$ cat config.mk
export PLATFORM = sky130hd
export DESIGN_NAME = decode_writeback_flat
export DESIGN_NICKNAME = d
export VERILOG_FILES = /design/src/rtl/y86_pkg.sv /design/src/rtl/decode_writeback_if.sv /design/src/rtl/y86_regfile.sv /design/src/rtl/decode_writeback.sv /design/src/flat_wrapper.sv
export SDC_FILE = /design/constraint.sdc
export NUM_CORES = 2
export LEC_CHECK = 0
export CAP_MARGIN = 40
export CORE_ASPECT_RATIO = 0.9
export CORE_MARGIN = 10
export CORE_UTILIZATION = 30
export CTS_CLUSTER_DIAMETER = 40
export DETAILED_ROUTE_END_ITERATION = 10
export GPL_ROUTABILITY_DRIVEN = 1
export PLACE_DENSITY = 0.47
export SYNTH_ARGS = -nofsm -noshare
export SYNTH_HDL_FRONTEND = slang
export SYNTH_HIERARCHICAL = 1
export SYNTH_SLANG_ARGS = --single-unit
$ cat constraint.sdc
create_clock -name clk -period 31.4 [get_ports clk]
set_input_delay 3.14 -clock clk [delete_from_list [all_inputs] [get_ports clk]]
set_output_delay 3.14 -clock clk [all_outputs]
set_load 0.03 [all_outputs]
$ cat src/rtl/y86_pkg.sv
// Shared Y86-64 definitions: instruction codes and register IDs.
// Used by the fetch, decode/write-back and execute stages.
package y86_pkg;

  typedef logic [3:0] reg_id_t;

  typedef enum logic [3:0] {
    I_HALT  = 4'h0,
    I_NOP   = 4'h1,
    I_RRMOV = 4'h2,
    I_IRMOV = 4'h3,
    I_RMMOV = 4'h4,
    I_MRMOV = 4'h5,
    I_OP    = 4'h6,
    I_JXX   = 4'h7,
    I_CALL  = 4'h8,
    I_RET   = 4'h9,
    I_PUSH  = 4'hA,
    I_POP   = 4'hB
  } icode_e;

  localparam reg_id_t REG_RSP  = 4'h4;
  localparam reg_id_t REG_NONE = 4'hF;
  localparam int      NUM_REGS = 15;

endpackage

$ cat src/rtl/decode_writeback_if.sv
// Bus between fetch/execute (master) and the decode/write-back stage (slave).
interface decode_writeback_if;
  import y86_pkg::*;

  logic [3:0]  icode;
  reg_id_t     rA;
  reg_id_t     rB;
  logic        cnd;
  logic [63:0] valE;
  logic [63:0] valM;
  logic        wb_en;
  logic        stat_halt;
  reg_id_t     srcA;
  reg_id_t     srcB;
  reg_id_t     dstE;
  reg_id_t     dstM;
  logic [63:0] valA;
  logic [63:0] valB;
  logic        halted;

  modport master (
    output icode, rA, rB, cnd, valE, valM, wb_en, stat_halt,
    input  srcA, srcB, dstE, dstM, valA, valB, halted
  );

  modport slave (
    input  icode, rA, rB, cnd, valE, valM, wb_en, stat_halt,
    output srcA, srcB, dstE, dstM, valA, valB, halted
  );

endinterface

$ cat src/rtl/y86_regfile.sv
// 15x64 architectural register file: two combinational read ports, two write
// ports with M priority. Define WB_BYPASS_EN for write-through reads.
module y86_regfile
  import y86_pkg::*;
#(
  parameter logic [63:0] RSP_INIT = 64'd1024
) (
  input  logic        clk,
  input  logic        rst,
  input  logic        we_i,
  input  reg_id_t     dst_e_i,
  input  reg_id_t     dst_m_i,
  input  logic [63:0] val_e_i,
  input  logic [63:0] val_m_i,
  input  reg_id_t     src_a_i,
  input  reg_id_t     src_b_i,
  output logic [63:0] val_a_o,
  output logic [63:0] val_b_o
);

  logic [63:0] regs_q [NUM_REGS];
  logic [63:0] regs_d [NUM_REGS];

  function automatic logic [63:0] read_port(input reg_id_t src);
    logic [63:0] data;
    data = (src == REG_NONE) ? 64'd0 : regs_q[src];
`ifdef WB_BYPASS_EN
    if (we_i && src != REG_NONE) begin
      if (src == dst_m_i)      data = val_m_i;
      else if (src == dst_e_i) data = val_e_i;
    end
`endif
    return data;
  endfunction

  // M is applied after E so popq %rsp keeps the loaded value.
  always_comb begin
    regs_d = regs_q;
    if (we_i) begin
      if (dst_e_i != REG_NONE) regs_d[dst_e_i] = val_e_i;
      if (dst_m_i != REG_NONE) regs_d[dst_m_i] = val_m_i;
    end
  end

  always_ff @(posedge clk or posedge rst) begin
    if (rst) begin
      for (int i = 0; i < NUM_REGS; i++)
        regs_q[i] <= (i == int'(REG_RSP)) ? RSP_INIT : 64'd0;
    end else begin
      regs_q <= regs_d;
    end
  end

  assign val_a_o = read_port(src_a_i);
  assign val_b_o = read_port(src_b_i);

endmodule

$ cat src/rtl/decode_writeback.sv
// SEQ Y86-64 decode/write-back stage: register ID decode, sticky halt flag,
// and the register file. WB_BYPASS_EN enables write-through reads.
module decode_writeback
  import y86_pkg::*;
#(
  parameter logic [63:0] RSP_INIT = 64'd1024
) (
  input logic              clk,
  input logic              rst,
  decode_writeback_if.slave bus
);

  reg_id_t src_a, src_b, dst_e, dst_m;
  logic    halted_q, halted_d;
  logic    we;

  always_comb begin
    src_a = REG_NONE;
    src_b = REG_NONE;
    dst_e = REG_NONE;
    dst_m = REG_NONE;
    case (bus.icode)
      I_RRMOV: begin
        src_a = bus.rA;
        if (bus.cnd) dst_e = bus.rB;
      end
      I_IRMOV: dst_e = bus.rB;
      I_RMMOV: begin
        src_a = bus.rA;
        src_b = bus.rB;
      end
      I_MRMOV: begin
        src_b = bus.rB;
        dst_m = bus.rA;
      end
      I_OP: begin
        src_a = bus.rA;
        src_b = bus.rB;
        dst_e = bus.rB;
      end
      I_CALL: begin
        src_b = REG_RSP;
        dst_e = REG_RSP;
      end
      I_RET: begin
        src_a = REG_RSP;
        src_b = REG_RSP;
        dst_e = REG_RSP;
      end
      I_PUSH: begin
        src_a = bus.rA;
        src_b = REG_RSP;
        dst_e = REG_RSP;
      end
      I_POP: begin
        src_a = REG_RSP;
        src_b = REG_RSP;
        dst_e = REG_RSP;
        dst_m = bus.rA;
      end
      default: ;
    endcase
  end

  // The halting instruction still commits; only later commits are blocked.
  assign we       = bus.wb_en && !halted_q;
  assign halted_d = halted_q || (bus.wb_en && bus.stat_halt);

  always_ff @(posedge clk or posedge rst) begin
    if (rst) halted_q <= 1'b0;
    else     halted_q <= halted_d;
  end

  y86_regfile #(.RSP_INIT(RSP_INIT)) u_regfile (
    .clk     (clk),
    .rst     (rst),
    .we_i    (we),
    .dst_e_i (dst_e),
    .dst_m_i (dst_m),
    .val_e_i (bus.valE),
    .val_m_i (bus.valM),
    .src_a_i (src_a),
    .src_b_i (src_b),
    .val_a_o (bus.valA),
    .val_b_o (bus.valB)
  );

  assign bus.srcA   = src_a;
  assign bus.srcB   = src_b;
  assign bus.dstE   = dst_e;
  assign bus.dstM   = dst_m;
  assign bus.halted = halted_q;

endmodule

$ cat src/flat_wrapper.sv
// flat-port wrapper written by rule: the top's interface ports become plain ports
module decode_writeback_flat import y86_pkg::*;
#(
  parameter logic [63:0] RSP_INIT = 64'd1024
)
  (clk, rst, bus_icode, bus_rA, bus_rB, bus_cnd, bus_valE, bus_valM, bus_wb_en, bus_stat_halt, bus_srcA, bus_srcB, bus_dstE, bus_dstM, bus_valA, bus_valB, bus_halted);
  decode_writeback_if bus_i ();
  input logic clk;
  input logic rst;
  input wire logic [$bits(bus_i.icode)-1:0] bus_icode;
  input wire logic [$bits(bus_i.rA)-1:0] bus_rA;
  input wire logic [$bits(bus_i.rB)-1:0] bus_rB;
  input wire logic [$bits(bus_i.cnd)-1:0] bus_cnd;
  input wire logic [$bits(bus_i.valE)-1:0] bus_valE;
  input wire logic [$bits(bus_i.valM)-1:0] bus_valM;
  input wire logic [$bits(bus_i.wb_en)-1:0] bus_wb_en;
  input wire logic [$bits(bus_i.stat_halt)-1:0] bus_stat_halt;
  output wire logic [$bits(bus_i.srcA)-1:0] bus_srcA;
  output wire logic [$bits(bus_i.srcB)-1:0] bus_srcB;
  output wire logic [$bits(bus_i.dstE)-1:0] bus_dstE;
  output wire logic [$bits(bus_i.dstM)-1:0] bus_dstM;
  output wire logic [$bits(bus_i.valA)-1:0] bus_valA;
  output wire logic [$bits(bus_i.valB)-1:0] bus_valB;
  output wire logic [$bits(bus_i.halted)-1:0] bus_halted;
  assign bus_i.icode = bus_icode;
  assign bus_i.rA = bus_rA;
  assign bus_i.rB = bus_rB;
  assign bus_i.cnd = bus_cnd;
  assign bus_i.valE = bus_valE;
  assign bus_i.valM = bus_valM;
  assign bus_i.wb_en = bus_wb_en;
  assign bus_i.stat_halt = bus_stat_halt;
  assign bus_srcA = bus_i.srcA;
  assign bus_srcB = bus_i.srcB;
  assign bus_dstE = bus_i.dstE;
  assign bus_dstM = bus_i.dstM;
  assign bus_valA = bus_i.valA;
  assign bus_valB = bus_i.valB;
  assign bus_halted = bus_i.halted;
  decode_writeback #(.RSP_INIT(RSP_INIT)) u_core (.clk(clk), .rst(rst), .bus(bus_i));
endmodule
After elaboration in Yosys (flattened, before gate mapping). Index checks and enable logic that the tools add are counted.

Memory bits (read-only): 0. Bits in writable memories: 0. Register bits: 961. Bits in latches: 0. Memories: 0. Word-level logic and storage cells: 73. Output and inout port bits: 145.

Equality and inequality tests: 13. Div/mod/pow operators: 0. Multipliers: 0. $lt $le $gt $ge: 6. Muxes and demuxes: 22. Reduce and logical (&&, ||, !) cells: 12. Add/subtract/negate cells: 0. Shifts and indexed selects: 0. Bitwise gates (word level): 4.

Operators by type and width (count): two-way mux 960 bit (3); bitwise mux 960 bit (2); binary-select mux 64 bit (select 4 bit) (2); demux 64 bit (select 4 bit) (2); two-way mux 64 bit (8); == test 4 bit (second input constant) (6); >= comparator 5 bit (second input constant) (4); NOT 4 -> 5 bit (4); one-hot mux 4 bit (2 select lines) (2); == test 4 x 3 -> 1 bit (second input constant) (3); one-hot mux 4 bit (3 select lines) (1); less-than comparator 5 x 1 -> 1 bit (second input constant) (2); == test 4 x 2 -> 1 bit (second input constant) (2); two-way mux 4 bit (2); != test 4 bit (second input constant) (2); OR reduction 4 bit (2); OR reduction 2 bit (3); logical AND 1 bit (4); OR reduction 3 bit (1); zero test 1 bit (1); logical OR 1 bit (1).

Longest topological paths before layout.
Depth in word-level cells: 13. Mapped depth: 11. Depth with buffers taken out: 6.

Hierarchy. The synthesis kept the hierarchy.

By module, submodules not included: y86_regfile (cells an instance 6056, times used 1, area an instance 58235.9 sq um); decode_writeback (cells an instance 46, times used 1, area an instance 306.5 sq um).

Least setup slack after synthesis. Ideal clock, no wire load.

Path kind: in2out. Start: in bus_icode[2]. End: out bus_valB[2]. Arrival: 6592 ps. Cell stages on the path: 10. Data required time: 28260 ps. Setup slack: 21668 ps. Buffers on the path: 5. Cells stage by stage: buf_2 -> nor2b_1 -> a31oi_1 -> buf_4 -> buf_6 -> buf_6 -> and2b_1 -> buf_4 -> a211oi_1 -> a2111oi_0.

Longest elaborated chain between the ends: 8. Elaborated cells between the ends (all ways): 16. Those cells by class: eq/ne (8); mux (5); bitwise (1); reduce/logical (2).

Ends and longest elaborated chain: from (decl) (RTL line flat_wrapper.sv:10) `input wire logic [$bits(bus_i.icode)-1:0] bus_icode;`; == test 4 bit / == test 4 x 3 -> 1 bit (equally long branches) (RTL line decode_writeback.sv:22) `case (bus.icode)`; OR reduction 4 bit (no line) / OR reduction 3 bit (equally long branches); one-hot mux 4 bit (2 select lines) (*) (RTL line decode_writeback.sv:22); via bus_srcB[0] (RTL line flat_wrapper.sv:19) `output wire logic [$bits(bus_i.srcB)-1:0] bus_srcB;`; NOT 4 -> 5 bit (not written as such) (RTL line y86_regfile.sv:26) `data = (src == REG_NONE) ? 64'd0 : regs_q[src];`; binary-select mux 64 bit (select 4 bit) (RTL line y86_regfile.sv:26); two-way mux 64 bit (not written as such) (2 in series) (RTL line y86_regfile.sv:26); two-way mux 64 bit (*) (RTL line y86_regfile.sv:26); to (decl) (RTL line flat_wrapper.sv:23) `output wire logic [$bits(bus_i.valB)-1:0] bus_valB;`.

The timed path passes the listed nets; every way through them passes the cells marked *. The select of a mux whose other input is x is not followed.

Worst setup path after layout.
Start: in bus_icode[0]. End: out bus_valB[0].

Longest elaborated chain between the ends: 8. Elaborated cells between the ends (all ways): 16. Those cells by class: eq/ne (8); mux (5); bitwise (1); reduce/logical (2).

Ends and longest elaborated chain (RTL line): == test 4 bit / == test 4 x 3 -> 1 bit (equally long branches) (decode_writeback.sv:22); OR reduction 4 bit (no line) / OR reduction 3 bit (equally long branches); one-hot mux 4 bit (2 select lines) (*) (decode_writeback.sv:22); NOT 4 -> 5 bit (not written as such) (y86_regfile.sv:26); binary-select mux 64 bit (select 4 bit) (y86_regfile.sv:26); two-way mux 64 bit (not written as such) (2 in series) (y86_regfile.sv:26); two-way mux 64 bit (*) (y86_regfile.sv:26).

Every way passes the cells marked *; elsewhere a longest branch is shown, timed or not. The select of a mux whose other input is x is not followed.

==> out/qor.txt <==
Core area: 194000 um2
Yosys warns: 6
Cell taking the most area after synthesis: dfrtp_1
Top cell type's share of synthesized area: 0.410
Initial antenna violation count: 26
Grt ovf: 0
CTS max path bufs: 3
GRT Util Overall: 0.282
Seq pwr share: 0.341
Max Slew Vio Count: 0
Peak supply drop: 36.3 uV
Die height: 439 um
Vias in the first global route: 56633
Synth Flop Type: dfrtp_1
Hold WS: 0.527 ns
Tcrit/Tclk final: 0.381
Post-synth ARST share: 1.00
Least-Margin Pin Slew: 1.20 ns
Global-route wire length before repair: 442000 um
GPL Wtd Cong: 0.824
Initial core utilization: 0.302
Post-Syn Nets: 6247
Critical path data arrival time: 8.83 ns
Reg2Reg Setup Slack: 26.98 ns
Die width: 486 um
Top-Level Pins: 290
Gate Count Post-Synth: 6102
Post-DP HPWL: 174000 um
Clock Tree Root: clkbuf_16
Port Buffers: 289
Max transition margin: 0.200
DRT antenna net count: 0
Crit path capture type: primary output
Post-layout nets: 6198
Most frequent cells in the layout: dfrtp_1, o22ai_1, nor2_1, a21oi_1, a211oi_1
Sink Count: 961
Worst reg2reg path depth: 8
Hold Path End: u_core/u_regfile/regs_q[572]
Seq cells post-synth: 961
Post-CTS Setup Bufs: 0
Setup tns final: 0 ns
Largest net degree at the start of global routing: 182
Critical path required time: 28.26 ns
Setup Crit Path Kind: in2out
Vias: 57991
Hold path start: u_core/u_regfile/regs_q[572]
Switching pwr: 1330 uW
Final Hold Vio Count: 0
Fill count: 19349
CTS H-tree lvls: 4
Internal Power: 2900 uW
Hold Path Class: reg2reg
Final setup violation count: 0
DRC: 0
Netlist cell types: 64
Via-to-Cell Ratio: 6.62
Row count: 153
Die ar.: 213000 um2
Pre-antenna DRT Iters: 6
P_leak: 0.0287 uW
Synth top area cells: dfrtp_1, o22ai_1, mux4_2
Clk_skew: 0.0240 ns
TritonCTS clock tree: done
Critical R2R Launch: u_core/bus.halted
CTS Hold Bufs: 0
Post-layout util: 0.364
Avg Cell Area, Syn: 9.59 um2
Reported max-cap violation count: 0
Depth of the worst hold-timing path: 1
Initial DRC Count: 7992
Unrepaired setup endpoints after global routing: no
Crit path max fanout: 72
CTS clock-pin slew for the worst setup and hold paths: 0.05 ns
Worst-Skew Late Latency: 0.83 ns
DRT Wirelength: 314000 um
Layout area overhead: 20.3%
Power density over cell area: 60.1 nW/um2
Final WS setup: 19.43 ns
Share of cells above drive strength 1: 0.142
Fmax: 83.5 MHz
Minimum clock period: 11.97 ns
Critical Path Source Type: input pin
Comb pwr share: 0.187
Outcome: finished clean
Leading cell type in the layout, fill and taps excluded: dfrtp_1
CTS buffer count: 175
CTS resizes: 0
Switch share: 0.314
Cell area after synthesis: 58500 um2
WL/cell: 35.8 um
Clock network fraction of total power: 0.472
Part of the Yosys area used for sequential elements: 0.411
Number of synthesized flops with an enable pin: 0
R2R Path End: u_core/u_regfile/regs_q[414]
Post-Place Setup Slack: 19.49 ns
-- worst max path at each step --
stage | start | endpoint | slack [ns] | cells after the start
5_1_grt | bus_icode[0] | bus_valB[0] | 19.17 | 12
2_1_floorplan | rst | u_core/u_regfile/regs_q[0] | 1.26 | 1
6_report | bus_icode[0] | bus_valB[0] | 19.43 | 12
4_1_cts | bus_icode[0] | bus_valB[10] | 19.49 | 12
3_5_place_dp | bus_icode[0] | bus_valB[10] | 19.49 | 12
3_3_place_gp | bus_rA[0] | bus_valA[7] | 19.34 | 10
-- state kept, by name, summed over array words and instances, names as in the netlist --
signal / cells
u_core/bus.halted: 1
u_core/u_regfile/regs_q: 960
-- Yosys cell counts, types with 3 or more instances --
| cell type | n |
|---|---|
| o22ai_1 | 950 |
| a22o_1 | 184 |
| buf_2 | 220 |
| and4bb_2 | 5 |
| a2111oi_1 | 119 |
| nand2_2 | 5 |
| nor4b_2 | 3 |
| buf_6 | 26 |
| nand2_1 | 61 |
| nor2b_1 | 274 |
| nand4b_1 | 8 |
| a21oi_1 | 766 |
| dfrtp_1 | 960 |
| o21a_1 | 8 |
| a21boi_0 | 4 |
| a31oi_1 | 6 |
| a221o_1 | 10 |
| nor4bb_1 | 4 |
| buf_1 | 75 |
| buf_4 | 81 |
| o21ai_1 | 6 |
| nor2_1 | 949 |
| or2b_1 | 4 |
| mux2i_1 | 256 |
| a2111oi_0 | 8 |
| o21bai_1 | 4 |
| a211oi_1 | 383 |
| nand2b_1 | 63 |
| nor4b_1 | 3 |
| inv_1 | 5 |
| mux4_2 | 256 |
| clkbuf_4 | 9 |
| clkbuf_1 | 336 |
| nand3b_1 | 3 |
| nand4bb_1 | 8 |
-- logic make-up after synthesis --
family / count (synthesis) / synth area share
compound gates: 2458 / 0.272
simple gates: 1419 / 0.113
flops: 961 / 0.411
buf+inv: 752 / 0.0620
mux: 512 / 0.142
-- routing by layer --
layer / vias up / track usage / share of wire
met5: - / 0 / 0.00018
met4: 10 / 0.148 / 0.057
met3: 933 / 0.0814 / 0.11
met2: 4178 / 0.412 / 0.43
met1: 29551 / 0.376 / 0.40
li1: 23319 / - / -
-- power by group through the flow --
stage          logic [uW]  clock network, uW  registers [uW]
6_report              789               2000            1440
4_1_cts               780               2010            1440
5_1_grt               834               2070            1460
2_1_floorplan         483                  0            1430
3_5_place_dp          778                  0            1460
3_3_place_gp          761                  0            1460
-- worst max-delay path: stages --
cell and delay (ns):
clkdlybuf4s50_1 0.70, nand2_1 0.29, a31oi_4 0.24, buf_4 0.46, buf_12 0.58, buf_4 0.68
buf_4 0.60, mux4_2 0.57, nor2b_1 0.14, a211oi_1 0.44, a2111oi_0 0.17, clkdlybuf4s50_1 0.65
-- stage by stage --
step	instance area [um2]	power [uW]	std cells
2_1_floorplan	58500	1920	6102
3_3_place_gp	63000	2220	8372
3_5_place_dp	64300	2240	8432
4_1_cts	70400	4230	8755
5_1_grt	70400	4360	8763
6_report	70400	4230	8766
-- final cells by class --
class | instances | area, um2 | share of cell area
Timing Repair Buffer | 521 | 5580 | 0.0792
Sequential cell | 961 | 24000 | 0.342
Clock buffer | 207 | 4720 | 0.0671
Antenna cell | 10 | 25.0 | 0.000355
Multi-Input combinational cell | 4389 | 31400 | 0.447
Clock inverter | 116 | 1380 | 0.0195
Inverter | 5 | 26.3 | 0.000373
Tap cell | 2557 | 3200 | 0.0454
Note: power is estimated with default switching activity, not from simulation.
